===== src/rtl/melody_sequencer_if.sv =====
// Control, table-write and buzzer-status bundle for melody_sequencer.
// The master side drives control and table writes; the slave side is the sequencer.
interface melody_sequencer_if #(
    parameter int DUR_W = 4
);
    logic             input_start;
    logic             input_stop;
    logic             input_loop;
    logic [2:0]       input_length;
    logic             input_wr_en;
    logic [2:0]       input_wr_addr;
    logic [2:0]       input_wr_note;
    logic             input_wr_rest;
    logic [DUR_W-1:0] input_wr_dur;
    logic [7:0]       output_buzzer;
    logic             output_busy;
    logic             output_done;
    logic [2:0]       output_step;

    modport master (
        output input_start,
        output input_stop,
        output input_loop,
        output input_length,
        output input_wr_en,
        output input_wr_addr,
        output input_wr_note,
        output input_wr_rest,
        output input_wr_dur,
        input  output_buzzer,
        input  output_busy,
        input  output_done,
        input  output_step
    );

    modport slave (
        input  input_start,
        input  input_stop,
        input  input_loop,
        input  input_length,
        input  input_wr_en,
        input  input_wr_addr,
        input  input_wr_note,
        input  input_wr_rest,
        input  input_wr_dur,
        output output_buzzer,
        output output_busy,
        output output_done,
        output output_step
    );
endinterface


===== src/rtl/melody_sequencer.sv =====
// Step sequencer for the 8-buzzer note bank: plays a small note table with
// per-step duration, inter-note gap, rests, loop mode and start/stop control.
module melody_sequencer #(
    parameter int STEPS     = 8,
    parameter int TICK_DIV  = 4,
    parameter int DUR_W     = 4,
    parameter int GAP_TICKS = 1
) (
    input  logic              input_clock1_1,
    input  logic              input_reset_n,
    melody_sequencer_if.slave bus
);

    localparam int CYC_W = (TICK_DIV > 1) ? $clog2(TICK_DIV) : 1;
    localparam int GAP_W = $clog2(GAP_TICKS + 1);
    localparam int TCK_W = ((DUR_W > GAP_W) ? DUR_W : GAP_W) + 1;

    typedef enum logic [1:0] {
        S_IDLE,
        S_PLAY,
        S_GAP
    } state_t;

    state_t           r_state;
    state_t           w_nstate;
    logic [CYC_W-1:0] r_cyc;
    logic [TCK_W-1:0] r_tick;
    logic [2:0]       r_step;
    logic [2:0]       r_len;
    logic [2:0]       r_note;
    logic             r_rest;
    logic [DUR_W-1:0] r_dur;

    logic [2:0]       r_tab_note [STEPS];
    logic             r_tab_rest [STEPS];
    logic [DUR_W-1:0] r_tab_dur  [STEPS];

    logic [7:0]       r_buzzer;
    logic             r_busy;
    logic             r_done;
    logic [2:0]       r_ostep;

    logic [2:0]       w_nstep;
    logic             w_fetch;
    logic             w_done;
    logic             w_tick_end;
    logic             w_play_end;
    logic             w_gap_end;
    logic             w_last;
    logic             w_restart;
    logic [2:0]       w_cur_note;
    logic             w_cur_rest;
    logic [7:0]       w_buzzer;

    always_comb begin
        w_tick_end = (r_cyc == CYC_W'(TICK_DIV - 1));
        w_play_end = w_tick_end && (r_tick == TCK_W'(r_dur));
        w_gap_end  = w_tick_end && (r_tick == TCK_W'(GAP_TICKS - 1));
        w_last     = (r_step == r_len);
    end

    always_comb begin
        w_nstate = r_state;
        w_nstep  = r_step;
        w_fetch  = 1'b0;
        w_done   = 1'b0;
        unique case (r_state)
            S_IDLE: begin
                if (bus.input_start && !bus.input_stop) begin
                    w_nstate = S_PLAY;
                    w_nstep  = 3'd0;
                    w_fetch  = 1'b1;
                end
            end
            S_PLAY: begin
                if (bus.input_stop) begin
                    w_nstate = S_IDLE;
                    w_nstep  = 3'd0;
                end else if (w_play_end) begin
                    if (w_last && !bus.input_loop) begin
                        w_nstate = S_IDLE;
                        w_nstep  = 3'd0;
                        w_done   = 1'b1;
                    end else if (GAP_TICKS > 0) begin
                        w_nstate = S_GAP;
                    end else begin
                        w_nstate = S_PLAY;
                        w_fetch  = 1'b1;
                        w_nstep  = w_last ? 3'd0 : r_step + 3'd1;
                    end
                end
            end
            S_GAP: begin
                if (bus.input_stop) begin
                    w_nstate = S_IDLE;
                    w_nstep  = 3'd0;
                end else if (w_gap_end) begin
                    // Reaching a gap after the last step implies loop mode.
                    w_nstate = S_PLAY;
                    w_fetch  = 1'b1;
                    w_nstep  = w_last ? 3'd0 : r_step + 3'd1;
                end
            end
            default: begin
                w_nstate = S_IDLE;
                w_nstep  = 3'd0;
            end
        endcase
    end

    always_comb begin
        w_restart  = (w_nstate != r_state) || w_fetch;
        w_cur_note = w_fetch ? r_tab_note[w_nstep] : r_note;
        w_cur_rest = w_fetch ? r_tab_rest[w_nstep] : r_rest;
        w_buzzer   = 8'h00;
        if (w_nstate == S_PLAY && !w_cur_rest) begin
            w_buzzer = 8'b1 << w_cur_note;
        end
    end

    always_ff @(posedge input_clock1_1 or negedge input_reset_n) begin
        if (!input_reset_n) begin
            r_state  <= S_IDLE;
            r_cyc    <= '0;
            r_tick   <= '0;
            r_step   <= 3'd0;
            r_len    <= 3'd0;
            r_note   <= 3'd0;
            r_rest   <= 1'b0;
            r_dur    <= '0;
            r_buzzer <= 8'h00;
            r_busy   <= 1'b0;
            r_done   <= 1'b0;
            r_ostep  <= 3'd0;
            for (int i = 0; i < STEPS; i++) begin
                r_tab_note[i] <= 3'd0;
                r_tab_rest[i] <= 1'b0;
                r_tab_dur[i]  <= '0;
            end
        end else begin
            r_state <= w_nstate;
            r_step  <= w_nstep;
            if (w_restart || w_nstate == S_IDLE) begin
                r_cyc  <= '0;
                r_tick <= '0;
            end else if (w_tick_end) begin
                r_cyc  <= '0;
                r_tick <= r_tick + TCK_W'(1);
            end else begin
                r_cyc <= r_cyc + CYC_W'(1);
            end
            if (r_state == S_IDLE && w_fetch) begin
                r_len <= bus.input_length;
            end
            if (w_fetch) begin
                r_note <= r_tab_note[w_nstep];
                r_rest <= r_tab_rest[w_nstep];
                r_dur  <= r_tab_dur[w_nstep];
            end
            r_buzzer <= w_buzzer;
            r_busy   <= (w_nstate != S_IDLE);
            r_done   <= w_done;
            r_ostep  <= w_nstep;
            if (bus.input_wr_en) begin
                r_tab_note[bus.input_wr_addr] <= bus.input_wr_note;
                r_tab_rest[bus.input_wr_addr] <= bus.input_wr_rest;
                r_tab_dur[bus.input_wr_addr]  <= bus.input_wr_dur;
            end
        end
    end

    assign bus.output_buzzer = r_buzzer;
    assign bus.output_busy   = r_busy;
    assign bus.output_done   = r_done;
    assign bus.output_step   = r_ostep;

endmodule


===== src/flat_wrapper.sv =====
// flat-port wrapper written by rule: the top's interface ports become plain ports
module melody_sequencer_flat 
#(
    parameter int STEPS     = 8,
    parameter int TICK_DIV  = 4,
    parameter int DUR_W     = 4,
    parameter int GAP_TICKS = 1
)
  (input_clock1_1, input_reset_n, bus_input_start, bus_input_stop, bus_input_loop, bus_input_length, bus_input_wr_en, bus_input_wr_addr, bus_input_wr_note, bus_input_wr_rest, bus_input_wr_dur, bus_output_buzzer, bus_output_busy, bus_output_done, bus_output_step);
  melody_sequencer_if #(.DUR_W(DUR_W)) bus_i ();
  input  logic input_clock1_1;
  input  logic input_reset_n;
  input wire logic [$bits(bus_i.input_start)-1:0] bus_input_start;
  input wire logic [$bits(bus_i.input_stop)-1:0] bus_input_stop;
  input wire logic [$bits(bus_i.input_loop)-1:0] bus_input_loop;
  input wire logic [$bits(bus_i.input_length)-1:0] bus_input_length;
  input wire logic [$bits(bus_i.input_wr_en)-1:0] bus_input_wr_en;
  input wire logic [$bits(bus_i.input_wr_addr)-1:0] bus_input_wr_addr;
  input wire logic [$bits(bus_i.input_wr_note)-1:0] bus_input_wr_note;
  input wire logic [$bits(bus_i.input_wr_rest)-1:0] bus_input_wr_rest;
  input wire logic [$bits(bus_i.input_wr_dur)-1:0] bus_input_wr_dur;
  output wire logic [$bits(bus_i.output_buzzer)-1:0] bus_output_buzzer;
  output wire logic [$bits(bus_i.output_busy)-1:0] bus_output_busy;
  output wire logic [$bits(bus_i.output_done)-1:0] bus_output_done;
  output wire logic [$bits(bus_i.output_step)-1:0] bus_output_step;
  assign bus_i.input_start = bus_input_start;
  assign bus_i.input_stop = bus_input_stop;
  assign bus_i.input_loop = bus_input_loop;
  assign bus_i.input_length = bus_input_length;
  assign bus_i.input_wr_en = bus_input_wr_en;
  assign bus_i.input_wr_addr = bus_input_wr_addr;
  assign bus_i.input_wr_note = bus_input_wr_note;
  assign bus_i.input_wr_rest = bus_input_wr_rest;
  assign bus_i.input_wr_dur = bus_input_wr_dur;
  assign bus_output_buzzer = bus_i.output_buzzer;
  assign bus_output_busy = bus_i.output_busy;
  assign bus_output_done = bus_i.output_done;
  assign bus_output_step = bus_i.output_step;
  melody_sequencer #(.STEPS(STEPS), .TICK_DIV(TICK_DIV), .DUR_W(DUR_W), .GAP_TICKS(GAP_TICKS)) u_core (.input_clock1_1(input_clock1_1), .input_reset_n(input_reset_n), .bus(bus_i));
endmodule

===== config.mk =====
export PLATFORM = sky130hd
export DESIGN_NAME = melody_sequencer_flat
export DESIGN_NICKNAME = d
export VERILOG_FILES = /design/src/rtl/melody_sequencer_if.sv /design/src/rtl/melody_sequencer.sv /design/src/flat_wrapper.sv
export SDC_FILE = /design/constraint.sdc
export NUM_CORES = 1
export LEC_CHECK = 0
export CORE_MARGIN = 4
export CORE_UTILIZATION = 28
export CTS_BUF_LIST = sky130_fd_sc_hd__clkbuf_16
export DETAILED_ROUTE_END_ITERATION = 8
export SETUP_SLACK_MARGIN = 0.1
export SKIP_CTS_REPAIR_TIMING = 1
export SYNTH_ARGS = -nofsm -noshare
export SYNTH_HDL_FRONTEND = slang
export SYNTH_SLANG_ARGS = --single-unit

===== constraint.sdc =====
create_clock -name input_clock1_1 -period 5 [get_ports input_clock1_1]
set_clock_uncertainty 0.15 [all_clocks]
set_input_delay 0.5 -clock input_clock1_1 [delete_from_list [all_inputs] [get_ports input_clock1_1]]
set_output_delay 0.5 -clock input_clock1_1 [all_outputs]
set_load 0.02 [all_outputs]

### Word level (Yosys, flattened, before mapping)

Cells that the tools add are included.

* bits in registers: 97
* bits in latches: 0
* bits in writable memories: 0
* ROM bits: 0
* output and inout port bits: 13
* word-level logic and storage cells: 116
* memories kept: 0

* $add $sub $neg: 3
* multipliers: 0
* div/mod/pow operators: 0
* $lt $le $gt $ge: 3
* equal/unequal tests: 7
* shift operators: 1
* mux-type cells: 48
* bitwise logic cells: 2
* reductions and logical operators: 17

Operators with widths (number)
* $mux W3: 11
* $bwmux W32: 1
* $bwmux W24: 1
* $mux W2: 8
* $bmux W4 S3: 1
* $demux W4 S3: 1
* $mux W4: 3
* $mux W1: 11
* $mux W5: 2
* $bmux W3 S3: 1
* $demux W3 S3: 1
* $pmux W3 S3: 1
* $bwmux W8: 1
* $ge A4 B4 Y1 const B: 2
* $mux W8: 1
* $not A3 Y4: 2
* $shl A1 B3 Y8 const A: 1
* $logic_and A1 B1 Y1: 7
* $pmux W2 S3: 1
* $add A5 B1 Y5 const B: 1
* $eq A5 B4 Y1: 1
* $logic_not A5 Y1: 1
* $eq A2 B1 Y1 const B: 2
* $eq A2 B2 Y1 const B: 2
* other kinds (12): 17

### Depth between registers and ports, before layout

* word-level depth: 14
* gate-level depth with buffers: 14
* gate-level depth less buffers: 10

### Worst setup path after synthesis

No wires, ideal clock.

* path kind: input to register
* start: in u_core.r_cyc[0]
* end: reg u_core.r_buzzer[1] (netlist: u_core.bus.output_buzzer[1])
* setup time: 105 ps
* arrival time: 3034 ps
* setup slack: 1711 ps
* cell stages on the path: 13
* cell sequence: dfrtp_1 ha_1 buf_2 nor4b_2 and3_1 clkbuf_1 a21oi_1 a221o_1 buf_6 mux4_2 and2_0 o31a_1 nor4b_1

RTL lines
* start, declared: line melody_sequencer.sv:26 `logic [CYC_W-1:0] r_cyc;`
* $eq A2 B2 Y1 (*): line melody_sequencer.sv:56 `w_tick_end = (r_cyc == CYC_W'(TICK_DIV - 1));`
* $logic_and A1 B1 Y1 (on tied branches): line melody_sequencer.sv:58, melody_sequencer.sv:57
* $mux W3 (on tied branches): line melody_sequencer.sv:97, melody_sequencer.sv:79
* $mux W3 (on tied branches): line melody_sequencer.sv:94, melody_sequencer.sv:76
* $pmux W3 S3: line melody_sequencer.sv:67 `unique case (r_state)`
* $not A3 Y4 (not written as such): line melody_sequencer.sv:113 `w_cur_note = w_fetch ? r_tab_note[w_nstep] : r_note;`
* $bmux W3 S3: line melody_sequencer.sv:113
* $mux W3 (not written as such) (2 in series): line melody_sequencer.sv:113
* $mux W3 (*): line melody_sequencer.sv:113
* named net u_core.w_cur_note[1]: line melody_sequencer.sv:51 `logic [2:0] w_cur_note;`
* $shl A1 B3 Y8 (*): line melody_sequencer.sv:117 `w_buzzer = 8'b1 << w_cur_note;`
* $mux W8 (*): line melody_sequencer.sv:116 `if (w_nstate == S_PLAY && !w_cur_rest) begin`
* named net u_core.w_buzzer[1]: line melody_sequencer.sv:53 `logic [7:0] w_buzzer;`
* end signal, assigned: line melody_sequencer.sv:160 `r_buzzer <= w_buzzer;`
* end, declared: line melody_sequencer.sv:38 `logic [7:0] r_buzzer;`

Mark *: on every way through the listed nets, which the timed path passes. The rest lies on a longest branch. The select of a mux whose other input is x is not followed.
A chain may end at the register's enable or synchronous reset.

### Worst setup path in the final report

* start: in u_core.r_cyc[0]
* end: reg u_core.r_buzzer[2] (netlist: u_core.bus.output_buzzer[2])

The elaborated chain is that of the path after synthesis.

==> metrics.csv <==
metric;value;unit
Max-cap violations;0;
drc violations;0;
placed cell count;600;
register area;2430;µm²
htree depth;3;
synthesized area per cell;12.6;µm²
Yosys reg bits;97;
Worst path depth;9;
nets;420;
Die X;136;µm
worst-case clock buffer depth;2;
worst hold path type;reg2reg;
R2R Path Start;u_core.r_cyc[0];
crit end category;register;
num rows;46;
flop-to-flop setup slack;0.81;ns
GRT Overall Usage;11.2;%
Fillers;1593;
fin crit period;4.19;ns
Worst-path clk slew;0.06;ns
Synth top cells by count;dfrtp_1 (97), mux2_2 (65), nand2_1 (26);
Area contributors post-synth;dfrtp_1 (53%), mux2_2 (16%), mux2i_1 (4.4%), nand2_1 (2.1%), xor2_1 (1.3%);
Layout area overhead;19.8;%
full die area;18400;µm²
hold path startpoint;u_core.r_cyc[0];
fraction of layout cells with a size suffix above 1;23.9;%
first-pass GRT wire length;16100;µm
fin cells;617;
Post-Route WL;9630;µm
RSZ-0062 raised after global routing;no;
largest net degree at the start of global routing;84;
initial DRC count;212;
P_leak;0.00222;µW
Most used DFF post-synth;dfrtp_1;
Multi-input gate area;2030;µm²
Final Slew Violations;0;
crit start category;register;
clk root buf;clkbuf_16;
DP HPWL;6760;µm
DR vias/cell;4.80;
Synth async-reset ratio;100;%
post-route ant nets;0;
most common cell in the netlist;dfrtp_1;
CTS tree;built;
grt total ovfl;0;
achievable clock frequency;239;MHz
worst path required time;5.07;ns
setup violators final;0;
clock sink count;97;
leading area contributor after synthesis;dfrtp_1;
n_diodes;0;
Die Ht;136;µm
IO Pins;33;
sequential share of the synthesized area;53.2;%
Hold WS;0.294;ns
cells along the critical path;ha_1 > nor4b_2 > a21o_1 > and3_1 > a221o_1 > mux4_1 > and2_1 > o31a_1 > nor4b_1;
Power per Cell Area;387;nW/µm²
Initial Util;28.6;%
Via Count;2960;
final hold violations;0;
Max-slew headroom;30.1;%
cell count after synthesis;363;
CP top delay family;compound AO/OA/AOI/OAI gates;
crit-path max FO;21;
Tcrit/Tclk final;83.7;%
Slowest-stage cell, CP;a221o_1;
vias in the first global route;3093;
initial antenna violation count;0;
worst r2r path cells;9;
Max VDD drop;150;µV
Num CTS Buffers;9;
crit path kind;reg2reg;
clk_lat worst skew;0.34;ns
routability congestion estimate;0.806;
critical path data arrival time;4.26;ns
IO buf count;32;
synth warn;0;
TNS Setup;0;ns
WP buf/inv;0;
Cell variety after synth;51;
WL/cell;15.6;µm
RR Endpoint;u_core.bus.output_buzzer[2];
Post-synth EDFFs;0;
Worst Tran Pin Value;1.05;ns
status;finished, final reports clean;
Hold Crit Endpoint;u_core.r_cyc[0];
CORE AREA;15900;µm²
drt pass-1 iters;4;
syn_nets;387;
Synth top area share;53.2;%
cell depth of the worst hold path;1;
crit-path max cell delay;0.75;ns
Post-Synthesis Cell Area;4560;µm²
-- per-layer routing --
| metal | GRT usage [%] | share of wire (%) |
|---|---|---|
| met5 | 0 | 0 |
| met4 | 4.20 | 1.7 |
| met3 | 2.93 | 4.7 |
| met2 | 16.7 | 45 |
| met1 | 15.7 | 49 |
-- cells by family after synthesis --
logic type,Yosys count,synth area share (%)
AOI/OAI and AO/OA,39,6.22
muxes,89,22.6
adders and majority gates,4,1.10
xor gates and xnor gates,11,2.11
and+or+nand+nor,98,12.3
DFF,97,53.2
buffers and inverters,25,2.49
-- cell type report --
type	count	share of cell area [%]
sequential	97	44.4
multi-input combinational	241	37.2
timing repair buffer	37	6.54
tap	216	4.94
clock buffer	9	4.12
clock inverter	7	2.13
inverter	10	0.686
-- state kept, by name, summed over array words and instances (netlist names) --
register	count
u_core.r_dur	4
u_core.r_step	3
u_core.r_tab_dur	32
u_core.r_tick	5
u_core.r_rest	1
u_core.bus.output_done	1
u_core.r_state	2
u_core.r_tab_rest	8
u_core.r_note	3
u_core.r_tab_note	24
u_core.bus.output_busy	1
u_core.r_len	3
u_core.r_cyc	2
u_core.bus.output_buzzer	8
-- cell usage in the layout (no fill, tap or decap), types with 2 or more instances in the layout --
master / n
nor3_1: 3
or2_2: 2
nor3b_1: 2
dfrtp_1: 97
and3_1: 2
a21oi_1: 2
ha_1: 4
a211oi_1: 8
clkdlybuf4s50_1: 31
clkbuf_16: 9
mux2_2: 65
o211ai_1: 3
nor2_1: 15
and2_0: 2
o31a_1: 3
inv_1: 9
clkinv_1: 2
mux4_1: 2
nand2b_1: 5
nand2_1: 26
o21ai_0: 4
xor2_1: 7
and4b_1: 2
mux4_2: 2
and4_1: 2
and4bb_2: 2
nor2b_1: 2
a21o_1: 2
or3_1: 3
a31oi_1: 6
nand4b_1: 4
buf_4: 5
mux2i_1: 20
nand4_1: 4
a311oi_1: 4
nor4b_1: 4
xnor2_1: 4
nand3_1: 10
bufinv_16: 3
nor3b_2: 2
-- metrics by stage --
stage | power (µW) | setup slack (ns) | area, µm² | utilization [%]
final | 2110 | 0.813 | 5470 | 34.3
after global routing | 2230 | 0.473 | 5470 | 34.3
after CTS | 2140 | 0.783 | 5460 | 34.2
after detailed placement | 1350 | 0.756 | 5120 | 32.1
after global placement | 1330 | 0.866 | 5120 | 32.1
after floorplan | 1230 | 1.71 | 4560 | -
-- worst max-delay path by stage --
stage                         start                          end  slack, ns
global placement     bus_input_stop  u_core.bus.output_buzzer[2]       0.87
CTS                 u_core.r_cyc[0]  u_core.bus.output_buzzer[2]       0.78
floorplan           u_core.r_cyc[0]  u_core.bus.output_buzzer[1]       1.71
global route        u_core.r_cyc[0]  u_core.bus.output_buzzer[1]       0.47
finish              u_core.r_cyc[0]  u_core.bus.output_buzzer[2]       0.81
detailed placement   bus_input_stop  u_core.bus.output_buzzer[3]       0.76
-- power by group --
part	switching (µW)	internal, µW	total (µW)
clock network	293	489	782
logic	153	183	336
registers	69.9	927	997
total	516	1600	2110
No activity file was read; power rests on OpenSTA's default activity.
